==> src/rtl/multicycle_ctrl_pkg.sv <==
// Shared encodings for the multi-cycle RV32 subset controller: states,
// instruction classes, opcode/funct fields and datapath select codes.
package multicycle_ctrl_pkg;

   typedef enum logic [2:0] {
      ST_FETCH,
      ST_DECODE,
      ST_EXEC,
      ST_MEM,
      ST_WB,
      ST_TRAP
   } state_t;

   typedef enum logic [2:0] {
      CLS_ALUI,
      CLS_LUI,
      CLS_LOAD,
      CLS_STORE,
      CLS_BNE,
      CLS_JAL,
      CLS_JALR,
      CLS_NONE
   } instr_class_t;

   localparam logic [6:0] OP_ALUI   = 7'b0010011;
   localparam logic [6:0] OP_LOAD   = 7'b0000011;
   localparam logic [6:0] OP_STORE  = 7'b0100011;
   localparam logic [6:0] OP_BRANCH = 7'b1100011;
   localparam logic [6:0] OP_JAL    = 7'b1101111;
   localparam logic [6:0] OP_JALR   = 7'b1100111;
   localparam logic [6:0] OP_LUI    = 7'b0110111;

   localparam logic [2:0] F3_ADDI = 3'b000;
   localparam logic [2:0] F3_XORI = 3'b100;
   localparam logic [2:0] F3_ANDI = 3'b111;
   localparam logic [2:0] F3_SLLI = 3'b001;
   localparam logic [2:0] F3_SRXI = 3'b101;
   localparam logic [2:0] F3_LW   = 3'b010;
   localparam logic [2:0] F3_LBU  = 3'b100;
   localparam logic [2:0] F3_SW   = 3'b010;
   localparam logic [2:0] F3_BNE  = 3'b001;
   localparam logic [2:0] F3_JALR = 3'b000;

   localparam logic [6:0] F7_ZERO = 7'b0000000;
   localparam logic [6:0] F7_SRA  = 7'b0100000;

   localparam logic [2:0] IMM_I     = 3'b000;
   localparam logic [2:0] IMM_SHAMT = 3'b001;
   localparam logic [2:0] IMM_J     = 3'b010;
   localparam logic [2:0] IMM_B     = 3'b011;
   localparam logic [2:0] IMM_S     = 3'b100;
   localparam logic [2:0] IMM_U     = 3'b101;

   localparam logic [3:0] ALU_ADD   = 4'b0000;
   localparam logic [3:0] ALU_XOR   = 4'b0001;
   localparam logic [3:0] ALU_AND   = 4'b0010;
   localparam logic [3:0] ALU_SLL   = 4'b0011;
   localparam logic [3:0] ALU_SRL   = 4'b0100;
   localparam logic [3:0] ALU_SRA   = 4'b0101;
   localparam logic [3:0] ALU_SUB   = 4'b0110;
   localparam logic [3:0] ALU_PASSB = 4'b0111;

   localparam logic [1:0] PCSRC_PLUS4 = 2'b00;
   localparam logic [1:0] PCSRC_REL   = 2'b01;
   localparam logic [1:0] PCSRC_JALR  = 2'b10;

   localparam logic [1:0] WB_ALU = 2'b00;
   localparam logic [1:0] WB_MEM = 2'b01;
   localparam logic [1:0] WB_PC4 = 2'b10;

endpackage

==> src/rtl/multicycle_ctrl_decoder.sv <==
// Combinational instruction decoder: classifies the latched IR and produces
// the per-instruction datapath selects. Anything outside the supported subset
// is flagged illegal with all selects forced to their neutral values.
module multicycle_ctrl_decoder
   import multicycle_ctrl_pkg::*;
(
   input  logic [31:0]  instr,
   output instr_class_t cls,
   output logic [2:0]   imm_sel,
   output logic [3:0]   alu_op,
   output logic         alu_src_b,
   output logic         mem_byte,
   output logic         illegal
);

   logic [6:0] opcode;
   logic [2:0] funct3;
   logic [6:0] funct7;
   logic       unused_fields;

   assign opcode        = instr[6:0];
   assign funct3        = instr[14:12];
   assign funct7        = instr[31:25];
   assign unused_fields = ^{instr[24:15], instr[11:7]};

   // Decode opcode/funct fields into class and selects; illegal encodings fall back to neutral values
   always_comb begin
      cls       = CLS_NONE;
      imm_sel   = IMM_I;
      alu_op    = ALU_ADD;
      alu_src_b = 1'b0;
      mem_byte  = 1'b0;
      illegal   = 1'b1;
      case (opcode)
         OP_ALUI: begin
            cls       = CLS_ALUI;
            alu_src_b = 1'b1;
            illegal   = 1'b0;
            case (funct3)
               F3_ADDI: alu_op = ALU_ADD;
               F3_XORI: alu_op = ALU_XOR;
               F3_ANDI: alu_op = ALU_AND;
               F3_SLLI: begin
                  imm_sel = IMM_SHAMT;
                  alu_op  = ALU_SLL;
                  illegal = (funct7 != F7_ZERO);
               end
               F3_SRXI: begin
                  imm_sel = IMM_SHAMT;
                  alu_op  = (funct7 == F7_SRA) ? ALU_SRA : ALU_SRL;
                  illegal = (funct7 != F7_ZERO) && (funct7 != F7_SRA);
               end
               default: illegal = 1'b1;
            endcase
         end
         OP_LOAD: begin
            if (funct3 == F3_LW || funct3 == F3_LBU) begin
               cls       = CLS_LOAD;
               alu_src_b = 1'b1;
               mem_byte  = (funct3 == F3_LBU);
               illegal   = 1'b0;
            end
         end
         OP_STORE: begin
            if (funct3 == F3_SW) begin
               cls       = CLS_STORE;
               imm_sel   = IMM_S;
               alu_src_b = 1'b1;
               illegal   = 1'b0;
            end
         end
         OP_BRANCH: begin
            if (funct3 == F3_BNE) begin
               cls     = CLS_BNE;
               imm_sel = IMM_B;
               alu_op  = ALU_SUB;
               illegal = 1'b0;
            end
         end
         OP_JAL: begin
            cls     = CLS_JAL;
            imm_sel = IMM_J;
            illegal = 1'b0;
         end
         OP_JALR: begin
            if (funct3 == F3_JALR) begin
               cls       = CLS_JALR;
               alu_src_b = 1'b1;
               illegal   = 1'b0;
            end
         end
         OP_LUI: begin
            cls       = CLS_LUI;
            imm_sel   = IMM_U;
            alu_op    = ALU_PASSB;
            alu_src_b = 1'b1;
            illegal   = 1'b0;
         end
         default: illegal = 1'b1;
      endcase
      if (illegal) begin
         cls       = CLS_NONE;
         imm_sel   = IMM_I;
         alu_op    = ALU_ADD;
         alu_src_b = 1'b0;
         mem_byte  = 1'b0;
      end
   end

endmodule

==> src/rtl/multicycle_ctrl.sv <==
// Multi-cycle control FSM for the RV32 subset core. One instruction in flight:
// FETCH -> DECODE -> EXEC -> (MEM) -> (WB) -> FETCH, with a sticky TRAP state
// for illegal instructions and memory timeouts, left only through rst.
module multicycle_ctrl
   import multicycle_ctrl_pkg::*;
#(
   parameter int WAIT_MAX = 255,
   parameter int WAIT_W   = 8
) (
   input  logic        clk,
   input  logic        rst,
   input  logic [31:0] instr,
   input  logic        mem_ready,
   input  logic        zero,
   output logic        ir_write,
   output logic        pc_write,
   output logic [1:0]  pc_src,
   output logic        mem_req,
   output logic        mem_we,
   output logic        mem_byte,
   output logic [2:0]  imm_sel,
   output logic        alu_src_b,
   output logic [3:0]  alu_op,
   output logic        reg_write,
   output logic [1:0]  wb_sel,
   output logic        illegal
);

   state_t            state;
   state_t            state_next;
   logic [WAIT_W-1:0] wait_cnt;
   logic              waiting;
   logic              timeout;

   instr_class_t      dec_cls;
   logic [2:0]        dec_imm_sel;
   logic [3:0]        dec_alu_op;
   logic              dec_alu_src_b;
   logic              dec_mem_byte;
   logic              dec_illegal;

   multicycle_ctrl_decoder u_decoder (
      .instr     (instr),
      .cls       (dec_cls),
      .imm_sel   (dec_imm_sel),
      .alu_op    (dec_alu_op),
      .alu_src_b (dec_alu_src_b),
      .mem_byte  (dec_mem_byte),
      .illegal   (dec_illegal)
   );

   // The cycle that would be the WAIT_MAX-th consecutive stall is the one that sends us to TRAP
   assign waiting = ((state == ST_FETCH) || (state == ST_MEM)) && !mem_ready;
   assign timeout = waiting && (WAIT_MAX != 0) && (wait_cnt == WAIT_W'(WAIT_MAX - 1));

   // State register and stall counter; the counter restarts whenever the state changes
   always_ff @(posedge clk) begin
      if (rst) begin
         state    <= ST_FETCH;
         wait_cnt <= '0;
      end else begin
         state <= state_next;
         if ((state_next != state) || !waiting) begin
            wait_cnt <= '0;
         end else begin
            wait_cnt <= wait_cnt + WAIT_W'(1);
         end
      end
   end

   // Next-state sequencing per instruction class
   always_comb begin
      state_next = state;
      case (state)
         ST_FETCH: begin
            if (mem_ready)    state_next = ST_DECODE;
            else if (timeout) state_next = ST_TRAP;
         end
         ST_DECODE: state_next = dec_illegal ? ST_TRAP : ST_EXEC;
         ST_EXEC: begin
            case (dec_cls)
               CLS_BNE:             state_next = ST_FETCH;
               CLS_LOAD, CLS_STORE: state_next = ST_MEM;
               default:             state_next = ST_WB;
            endcase
         end
         ST_MEM: begin
            if (mem_ready)    state_next = (dec_cls == CLS_STORE) ? ST_FETCH : ST_WB;
            else if (timeout) state_next = ST_TRAP;
         end
         ST_WB:   state_next = ST_FETCH;
         ST_TRAP: state_next = ST_TRAP;
         default: state_next = ST_FETCH;
      endcase
   end

   // Per-state output decode; everything is held low while rst is asserted
   always_comb begin
      ir_write  = 1'b0;
      pc_write  = 1'b0;
      pc_src    = PCSRC_PLUS4;
      mem_req   = 1'b0;
      mem_we    = 1'b0;
      mem_byte  = 1'b0;
      imm_sel   = IMM_I;
      alu_src_b = 1'b0;
      alu_op    = ALU_ADD;
      reg_write = 1'b0;
      wb_sel    = WB_ALU;
      illegal   = 1'b0;
      if (!rst) begin
         if ((state == ST_DECODE) || (state == ST_EXEC) || (state == ST_MEM) || (state == ST_WB)) begin
            imm_sel   = dec_imm_sel;
            alu_src_b = dec_alu_src_b;
            alu_op    = dec_alu_op;
         end
         case (state)
            ST_FETCH: begin
               mem_req  = 1'b1;
               ir_write = mem_ready;
               pc_write = mem_ready;
            end
            ST_EXEC: begin
               case (dec_cls)
                  CLS_BNE: begin
                     pc_write = ~zero;
                     pc_src   = PCSRC_REL;
                  end
                  CLS_JAL: begin
                     pc_write = 1'b1;
                     pc_src   = PCSRC_REL;
                  end
                  CLS_JALR: begin
                     pc_write = 1'b1;
                     pc_src   = PCSRC_JALR;
                  end
                  default: pc_write = 1'b0;
               endcase
            end
            ST_MEM: begin
               mem_req  = 1'b1;
               mem_we   = (dec_cls == CLS_STORE);
               mem_byte = dec_mem_byte;
            end
            ST_WB: begin
               reg_write = 1'b1;
               case (dec_cls)
                  CLS_LOAD:          wb_sel = WB_MEM;
                  CLS_JAL, CLS_JALR: wb_sel = WB_PC4;
                  default:           wb_sel = WB_ALU;
               endcase
            end
            ST_TRAP: illegal = 1'b1;
            default: illegal = 1'b0;
         endcase
      end
   end

endmodule
==> config.mk <==
export PLATFORM = sky130hd
export DESIGN_NAME = multicycle_ctrl
export DESIGN_NICKNAME = d
export VERILOG_FILES = /design/src/rtl/multicycle_ctrl_pkg.sv /design/src/rtl/multicycle_ctrl_decoder.sv /design/src/rtl/multicycle_ctrl.sv
export SDC_FILE = /design/constraint.sdc
export NUM_CORES = 1
export LEC_CHECK = 0
export CAP_MARGIN = 20
export CORE_ASPECT_RATIO = 1.25
export CORE_UTILIZATION = 39
export CTS_BUF_LIST = sky130_fd_sc_hd__clkbuf_8
export CTS_CLUSTER_SIZE = 40
export DETAILED_ROUTE_END_ITERATION = 10
export GPL_TIMING_DRIVEN = 0
export PLACE_DENSITY_LB_ADDON = 0.12
export SKIP_CTS_REPAIR_TIMING = 1
export SLEW_MARGIN = 20
export SYNTH_ARGS = -nofsm -noshare
export SYNTH_HDL_FRONTEND = slang
export SYNTH_SLANG_ARGS = --single-unit
==> constraint.sdc <==
create_clock -name clk -period 1.6 [get_ports clk]
set_input_delay 0.16 -clock clk [delete_from_list [all_inputs] [get_ports clk]]
set_output_delay 0.16 -clock clk [all_outputs]
set_load 0.05 [all_outputs]
# After elaboration in Yosys (flattened, before gate mapping)
# Index checks and enable logic that the tools add are counted.
# totals
in_bits	36
regBits	11
output_inout_bits	19
# op_classes
add_sub_neg	1
eq_ne	26
n_bitwise	1
n_reduce_logical	23
mux	64
# ops
operator	n
$mux 3	13
$pmux 3 s5	2
$mux 1	29
$eq 3x3->1 const B	8
$eq 7x6->1 const B	3
$eq 7x7->1 const B	3
$pmux 3 s7	1
$pmux 4 s4	1
$reduce_or 2->1	8
$eq 3x2->1 const B	5
$mux 2	6
$mux 4	3
$pmux 4 s3	1
$add 8x1->8 const B	1
$eq 8x8->1 const B	1
$pmux 2 s2	2
$eq 7x2->1 const B	1
$eq 7x5->1 const B	1
$ne 7x6->1 const B	1
$reduce_bool 7->1	1
$eq 3x1->1 const B	2
$logic_not 3->1	2
$logic_or 1x1->1	6
$pmux 1 s6	1
9 further kinds	13

# Logic depth before layout (Yosys ltp)
# Gate-level depths: netlist of run 1.
# depth
word_depth	12
mapped_depth	8

# Modules after synthesis
# A second synthesis of run 1 with hierarchy kept.
# unflattened
hier_cells	192
area_unflattened_um2	1407.6
# by_module_without_submodules
module	n_inst	area_per_inst_um2	cells_per_inst	seq_area_each_um2
multicycle_ctrl	1	844.6	103	220.2
multicycle_ctrl_decoder	1	563.0	89	0.0

# Worst setup path before layout of run 1
# No wires, ideal clock.
# synth_timing
path_type	reg2out
from	register state[0]
to	output wb_sel[0]
setup_slack_ns	-1.027
t_arrival_ns	2.467
path_stages_with_launch	7
n_path_buf	1
required_time_ns	1.440
path_cell_list	dfxtp_1 clkbuf_1 nor2_1 nand3_1 inv_1 nand3_1 a211oi_1
# synth_via
elab_chain_cells	3
# synth_lines
item	line	source
start: declaration	multicycle_ctrl.sv:29	state_t state;
start signal: assignment	multicycle_ctrl.sv:62	state <= state_next;
$eq 3x3->1	multicycle_ctrl.sv:117	case (state)
$mux 2	multicycle_ctrl.sv:117	
$mux 2	multicycle_ctrl.sv:111	if (!rst) begin
end: declaration	multicycle_ctrl.sv:25	output logic [1:0] wb_sel,
# Every way passes these cells.

# Final worst setup path of run 1
# layout_timing
from	input instr[3]
to	output alu_op[0]
# layout_via
elab_chain_cells	6
# layout_lines
item	line	source
start: declaration	multicycle_ctrl.sv:12	input logic [31:0] instr,
$eq 7x7->1 / $eq 7x6->1 (equally long branches)	multicycle_ctrl_decoder.sv:34	case (opcode)
$reduce_or 2->1 (no source line)	-	
$pmux 1 s6	multicycle_ctrl_decoder.sv:34	
$mux 4 *	multicycle_ctrl_decoder.sv:101	if (illegal) begin
$mux 4 *	multicycle_ctrl.sv:112	if ((state == ST_DECODE) || (state == ST_EXEC) || (state == ST_MEM) || (state == ST_WB)) begin
$mux 4 *	multicycle_ctrl.sv:111	
end: declaration	multicycle_ctrl.sv:23	output logic [3:0] alu_op,
# Mark *: on every way between the ends. The rest lies on a longest branch, timed or not.

==> results of run 1 <==
## flip-flops by register name, indices dropped and copies added, names as in the netlist
name and flops:
wait_cnt 8, state 3
## Yosys cell counts (2+ instances only)
library cell,n,area (µm²)
a211oi_1,2,15.0
a21oi_1,13,65.1
a31oi_1,2,12.5
and3_1,2,12.5
and3b_1,2,17.5
buf_2,5,25.0
buf_4,3,22.5
clkbuf_1,3,11.3
dfxtp_1,11,220
ha_1,2,25.0
inv_1,8,30.0
nand2_1,6,22.5
nand2b_1,2,12.5
nand3_1,17,85.1
nand4_1,3,18.8
nor2_1,29,109
nor2b_1,5,31.3
nor3_1,7,35.0
nor3b_1,2,15.0
nor4_1,3,18.8
o21ai_0,4,20.0
or3_1,5,31.3
xnor2_1,6,52.6
xor2_1,5,43.8
## kinds of logic after synthesis
family / synth area share (%)
and+or+nand+nor: 43.2
AOI/OAI and AO/OA: 19.1
buffers and inverters: 8.27
xor gates and xnor gates: 7.96
DFF: 18.2
adders and majority gates: 2.07
other: 0.310
muxes: 0.827
## report_power, final
group	leakage, µW	switching [µW]	total (µW)	internal [µW]
combinational	0.000736	213	388	175
clock	0.0000255	108	279	171
sequential	0.0000911	23.6	310	286
total	0.000853	344	977	633
## final timing paths
| check | startpoint | endpoint | slack (ns) | cells past startpoint |
|---|---|---|---|---|
| setup reg to reg | wait_cnt[0] | state[1] | 0.11 | 8 |
| setup / recovery | instr[3] | alu_op[0] | -0.46 | 10 |
| hold reg to reg | state[2] | state[1] | 0.49 | 1 |
| hold / removal | rst | state[1] | 0.31 | 2 |
## worst reg2reg max path: stages, from the launching register on
cell and delay, ns:
dfxtp_2 0.33, inv_1 0.04, ha_1 0.20, nand3_2 0.10
nor2_1 0.06, or3b_4 0.37, o21ai_2 0.07, a2bb2oi_2 0.07
nor3_1 0.17
## cell type report
cell class | instances | share of cell area (%)
inverters | 8 | 1.52
clock buffers | 3 | 1.86
plain buffers | 10 | 5.52
repair buffers | 55 | 22.9
flip-flops and latches | 11 | 10.3
multi-input cells | 143 | 55.7
well taps | 36 | 2.03
clock inverters | 1 | 0.225
## through the flow
step                      instance area, µm²  hold slack (ns)  setup WS, ns  util, %
final                                   2220            0.308        -0.456     75.4
after global routing                    2220            0.322        -0.519     75.4
after CTS                               1880            0.474         -1.59     63.9
after detailed placement                1840            0.462         -1.58     62.3
after global placement                  1840            0.440         -1.59     62.3
after floorplan                         1450            0.237        -0.263        -
## placed cells by master, fill, tap and decap left out, types with 2 or more instances in the layout
| cell type | synthesis | layout |
|---|---|---|
| a21oi_1 | 13 | 6 |
| a21oi_2 | 1 | 2 |
| a21oi_4 | 0 | 6 |
| and3_1 | 2 | 2 |
| buf_12 | 0 | 4 |
| buf_2 | 5 | 3 |
| buf_4 | 3 | 24 |
| buf_6 | 1 | 14 |
| buf_8 | 0 | 3 |
| clkbuf_2 | 0 | 6 |
| clkbuf_4 | 0 | 2 |
| clkbuf_8 | 0 | 3 |
| clkdlybuf4s50_1 | 0 | 2 |
| dfxtp_1 | 11 | 7 |
| dfxtp_2 | 0 | 3 |
| dlymetal6s2s_1 | 0 | 7 |
| ha_1 | 2 | 2 |
| inv_1 | 8 | 7 |
| nand2_1 | 6 | 5 |
| nand2_2 | 1 | 2 |
| nand2b_1 | 2 | 2 |
| nand3_1 | 17 | 14 |
| nand3_2 | 0 | 2 |
| nand4_1 | 3 | 3 |
| nor2_1 | 29 | 23 |
| nor2_2 | 0 | 2 |
| nor2_4 | 0 | 4 |
| nor2b_4 | 0 | 4 |
| nor3_1 | 7 | 3 |
| nor3_2 | 0 | 4 |
| nor4_4 | 0 | 3 |
| o21ai_0 | 4 | 2 |
| o21ai_2 | 0 | 2 |
| or3_1 | 5 | 3 |
| or3_4 | 0 | 2 |
| or3b_4 | 0 | 2 |
| xnor2_1 | 6 | 6 |
| xor2_1 | 5 | 5 |
## routing by layer
metal,part of all wire (%),wire (µm),vias up
met4,2.2,90,0
met5,0,0,-
met1,39,1600,742
met3,3.1,129,9
met2,56,2300,34
li1,-,-,738
==> summary.md, run 1 <==
| Metric | Value |
|---|---|
| Num ports | `55` |
| Fin crit share | `129%` |
| Syn avg cell area | `~7 µm²` |
| Largest net degree at the start of global routing | `11` |
| Die ar. | `3330 µm²` |
| Buffers on Ports | `34` |
| Violated checks | `setup timing` |
| Rel. slew slack | `61.6%` |
| GRT Total Usage | `a little under a quarter` |
| Clk slew on worst S/H paths | `approximately 0.050 ns` |
| Syn Nets | `212` |
| CP max FO | `7` |
| Startpoint Class | `input port` |
| Outcome | `finished with violations` |
| Clock buffer depth | `2` |
| DR pass1 iterations | `4` |
| Met1 Track Usage GR | `25.8%` |
| Vias in the first global route | `1320` |
| RSZ-0062 raised after global routing | `yes` |
| Sequential cell area | `~230 µm²` |
| Mapped Cells | `174` |
| FP Rows | `22` |
| Grt met3 use | `2.14%` |
| PwrDens | `440 nW/µm²` |
| Hold Crit Class | `input port to register` |
| Setup_tns | `-4.24 ns` |
| Minimum clock period after layout | `2.06 ns` |
| Max cap viols | `0` |
| Antenna violations before repair | `0` |
| Area of the multi-input gates | `1240 µm²` |
| Flops & latches, synth | `11` |
| Starting density of the core | `41.1%` |
| DRT iter0 DRCs | `53` |
| Peak supply drop | `0.000620 V` |
| Required time worst endpoint | `1.44 ns` |
| Post-synth top flop | `dfxtp_1` |
| Cts bufs inserted | `3` |
| Static Leak | `0.000853 µW` |
| Netlist Area Pre-Place | `1210 µm²` |
| Fill count | `roughly 200` |
| Final Instance Count excl. Fillers | `267` |
| Crit-path leading delay family | `simple AND/OR/NAND/NOR gates` |
| Yosys warnings | `0` |
| Placed cells | `~240` |
| Slew Limit Fails | `0` |
| CP Class | `input port to output port` |
| N_diodes | `0` |
| WL final | `4.12 mm` |
| CTS Root Cell | `clkbuf_8` |
| Routed vias/inst | `5.70` |
| Post-detailed-route wirelength per cell | `between 15 and 20 µm` |
| Worst setup EP type | `output port` |
| Buf+Inv Stages, Crit Path | `4` |
| CP Data Arrival Time | `1.90 ns` |
| First-pass GRT wire length | `5.85 mm` |
| Ratio of cells with drive above 1 in the final layout | `51.1%` |
| P&R area growth vs syn | `83.6%` |
| Met2 usage in global routing | `about two fifths` |
| Grt ovf | `0` |
| Die height | `64.3 µm` |
| Routability cong. | `between 0.8 and 0.9` |
| Total power draw | `approximately 1000 µW` |
| Least-Margin Pin Slew | `0.562 ns` |
| Synth async-reset ratio | `0%` |
| CP max stage cell | `or3_4` |
| Drt drc | `0` |
| Sink Count | `11` |
| H-tree Lvls | `1` |
| Share of synthesized area occupied by flip-flops and latches | `18.2%` |
| Crit path top cell by count | `buf_6` |
| Core area | `2950 µm²` |
| Cell Chain, Critical Path | `buf_6 > buf_6 > nor3_2 > o211ai_1 > nor2_1 > nand4_2 > or3_4 > buf_12 > a21oi_4 > buf_6` |
| Worst setup slack after layout | `-0.456 ns` |
| CTS tree | `done` |
| Die X | `51.8 µm` |
| CP max stage delay | `between 0.3 and 0.4 ns` |
| Clock Latency Late Sink | `about 0.24 ns` |
| Post-synth EDFFs | `0` |
| Busiest metal layer after global routing | `met2` |
| FMAX | `0.486 GHz` |
| Via count | `1523` |
| Routed Antenna Nets | `0` |
| Hpwl dp | `between 2 and 3 mm` |
| Worst Skew | `0.00208 ns` |
| Final hold viol count | `0` |
| Final setup violation count | `13` |
| Unique masters post-synth | `51` |
| Final #Nets | `270` |
(Power assumes the default switching activity.)
==> inputs of run 2 (changes only) <==
- ABC_AREA: not set -> 1
- CORE_UTILIZATION: 39 -> 25
- SYNTH_HIERARCHICAL: not set -> 1
==> run 2 against run 1 <==
The flow still finishes with violations (setup timing); via count grew 5.3%; global-route usage down 11 points; die area grew 67%; combinational power increased by 10%; count of clock-buffer cells in the layout unchanged; power grew 2.3%; critical path type unchanged; largest cell class unchanged; highest routed layer unchanged.
==> summary.md, run 2 <==
| Metric | Value |
|---|---|
| DR pass1 iterations | `4` |
| Sink Count | `11` |
| DRT iter0 DRCs | `12` |
| Post-synthesis mux area share | `0%` |
| Post-synth top flop | `dfxtp_1` |
| Compound-Gate Fraction of Synth Area | `6.54%` |
| Via count | `1603` |
| Most common cell after layout, fill and taps aside | `nor2_1` |
| Buffers on Ports | `38` |
| Required time worst endpoint | `1.44 ns` |
| Final hold viol count | `0` |
| Violated checks | `setup timing` |
| Clk slew on worst S/H paths | `0.05 ns` |
| Mapped Cells | `231` |
| Largest regs | `wait_cnt (8), state (3)` |
| Most frequent cell after synthesis | `nor2_1` |
| Minimum clock period after layout | `2.13 ns` |
| Drt drc | `0` |
| Largest net degree at the start of global routing | `11` |
| Syn avg cell area | `5.71 µm²` |
| WL final | `3.65 mm` |
| GRT Total Usage | `12.6%` |
| Routed vias/inst | `4.47` |
| CTS Root Cell | `clkbuf_8` |
| XOR/XNOR Fraction of Synth Area | `3.98%` |
| FMAX | `0.470 GHz` |
| Cts bufs inserted | `3` |
| Cell Chain, Critical Path | `clkbuf_2 > nand2_2 > inv_4 > nand2_4 > nor2_4 > nand2_4 > nand2_4 > nor2_8 > nand4_1 > or2_4 > o211ai_1 > o22ai_4 > buf_6` |
| Crit path launch | `instr[0]` |
| Hpwl dp | `2.83 mm` |
| Post-synth top cells | `nor2_1 (55), nand2_1 (39), inv_1 (32)` |
| Netlist Area Pre-Place | `1320 µm²` |
| Worst setup slack after layout | `-0.527 ns` |
| Unique masters post-synth | `30` |
| Num ports | `55` |
| Final core utilization | `47.7%` |
| Slew Limit Fails | `0` |
| Fin crit share | `133%` |
| Peak supply drop | `0.000200 V` |
| Most frequent cells in the layout | `nor2_1 (33), nand2_1 (26), nor2_4 (23), buf_4 (23), inv_1 (21)` |
| N_diodes | `0` |
| Worst Skew | `between 0.004 and 0.005 ns` |
| H-tree Lvls | `1` |
| Sequential cell area | `228 µm²` |
| RR Startpoint | `wait_cnt[0]` |
| Synth async-reset ratio | `0%` |
| Fill count | `532` |
| Least-Margin Pin Slew | `0.873 ns` |
| Worst setup EP type | `output port` |
| Final setup violation count | `23` |
| Ratio of cells with drive above 1 in the final layout | `a little over half` |
| Vias in the first global route | `about 1400` |
| Starting density of the core | `about a quarter` |
| Hold Crit Class | `input port to register` |
| CP max stage cell | `or2_4` |
| Area share of the largest cell type after synthesis | `16.7%` |
| R2R Setup Slk | `~0.21 ns` |
| Grt ovf | `0` |
| Die X | `67.0 µm` |
| Final #Nets | `between 300 and 400` |
| CP max FO | `5` |
| Synth area leader | `dfxtp_1` |
| Share of synthesized area occupied by flip-flops and latches | `16.7%` |
| Place WS | `-1.72 ns` |
| Area of the multi-input gates | `about 1300 µm²` |
| Main combinational cell family by area after synthesis | `simple AND/OR/NAND/NOR gates` |
| Routability cong. | `0.808` |
| Startpoint Class | `input port` |
| P&R area growth vs syn | `83.6%` |
| Post-Synth Adder-Cell Area | `1.90%` |
| Crit-path leading delay family | `simple AND/OR/NAND/NOR gates` |
| FP Rows | `29` |
| Crit path top cell by count | `nand2_4` |
| Biggest register | `wait_cnt` |
| Outcome | `finished with violations` |
| Routed Antenna Nets | `0` |
| First-pass GRT wire length | `5.66 mm` |
| CP Data Arrival Time | `between 1.5 and 2 ns` |
| Critical hold path startpoint | `rst` |
| Synth Area in Simple Gates | `58.7%` |
| RSZ-0062 raised after global routing | `yes` |
| Flops & latches, synth | `11` |
| Post-detailed-route wirelength per cell | `10.2 µm` |
| Static Leak | `0.00105 µW` |
| Yosys warnings | `6` |
| Antenna violations before repair | `0` |
| Syn Nets | `269` |
| Rel. slew slack | `41.6%` |
| Buf+Inv Stages, Crit Path | `3` |
| Max reg flops | `8` |
| Synth top area cells | `dfxtp_1 (17%), nor2_1 (16%), nand2_1 (11%), inv_1 (9.1%), nand3_1 (6.8%)` |
| Setup_tns | `-6.04 ns` |
| CTS tree | `done` |
| Clock buffer depth | `2` |
| Core area | `between 5000 and 6000 µm²` |
| PwrDens | `412 nW/µm²` |
| Max cap viols | `0` |
| Die ar. | `between 5000 and 6000 µm²` |
| Post-synth EDFFs | `0` |
| CP max stage delay | `0.34 ns` |
| CP Class | `input port to output port` |
| Die height | `83.2 µm` |
| Clock Latency Late Sink | `0.24 ns` |
-- run 2: cell types whose count changed after synthesis, moves of 7 or more --
cell	before	now
nand2_1	6	39
nor2_1	29	55
inv_1	8	32
nor2_2	0	10
a21oi_1	13	5
inv_2	0	7
-- run 2: logic make-up (layout without fill, tap and decap cells) --
| logic type | count (synthesis) | count (layout) |
|---|---|---|
| fa+ha+maj | 2 | 2 |
| flops | 11 | 11 |
| compound gates | 15 | 15 |
| simple gates | 155 | 155 |
| xor+xnor | 6 | 6 |
| buf+inv | 41 | 107 |
| other cells | 1 | 1 |
-- run 2: worst reg2reg max path, cell delays in order, from the launching register on --
cell,delay [ns]
dfxtp_1,0.37
inv_1,0.06
ha_1,0.19
nand2_1,0.05
nor2_1,0.04
nand2_1,0.10
nand2_1,0.06
nand2_1,0.08
nand3_2,0.07
nand2_2,0.08
nand3_4,0.11
nor2_1,0.11
-- run 2: path summary, 6_finish.rpt --
check                      to  cells past startpoint
setup reg to reg  wait_cnt[6]                     11
setup / recovery     pc_write                     13
hold reg to reg   wait_cnt[0]                      1
hold / removal       state[1]                      4
-- run 2: layer usage --
| metal | track usage, % | wire length, µm |
|---|---|---|
| met3 | 1.24 | 94 |
| met5 | 0 | 0 |
| met1 | 15.5 | 1570 |
| met2 | 21.9 | 1900 |
| met4 | 4.06 | 84 |
-- run 2: final cells by class --
cell class | count | share of cell area (%)
tap | 62 | 3.20
multi-input combinational | 179 | 55.1
inverter | 39 | 7.02
buffer | 2 | 0.516
clock buffer | 3 | 1.70
timing repair buffer | 62 | 22.9
clock inverter | 1 | 0.155
sequential | 11 | 9.40
-- run 2: power breakdown --
group	internal (µW)	leakage [µW]	switching, µW
Combinational	166	0.000934	260
Clock	169	0.0000269	106
Sequential	283	0.0000905	14.6
Total	618	0.00105	381
-- run 2: per-stage QoR --
stage	hold WS, ns	power (µW)	std cells	instance area [µm²]
3_5_place_dp	0.454	646	331	1960
4_1_cts	0.466	920	335	2010
2_1_floorplan	0.337	532	231	1510
6_report	0.314	999	359	2420
5_1_grt	0.361	1050	359	2420
3_3_place_gp	0.451	648	331	1960
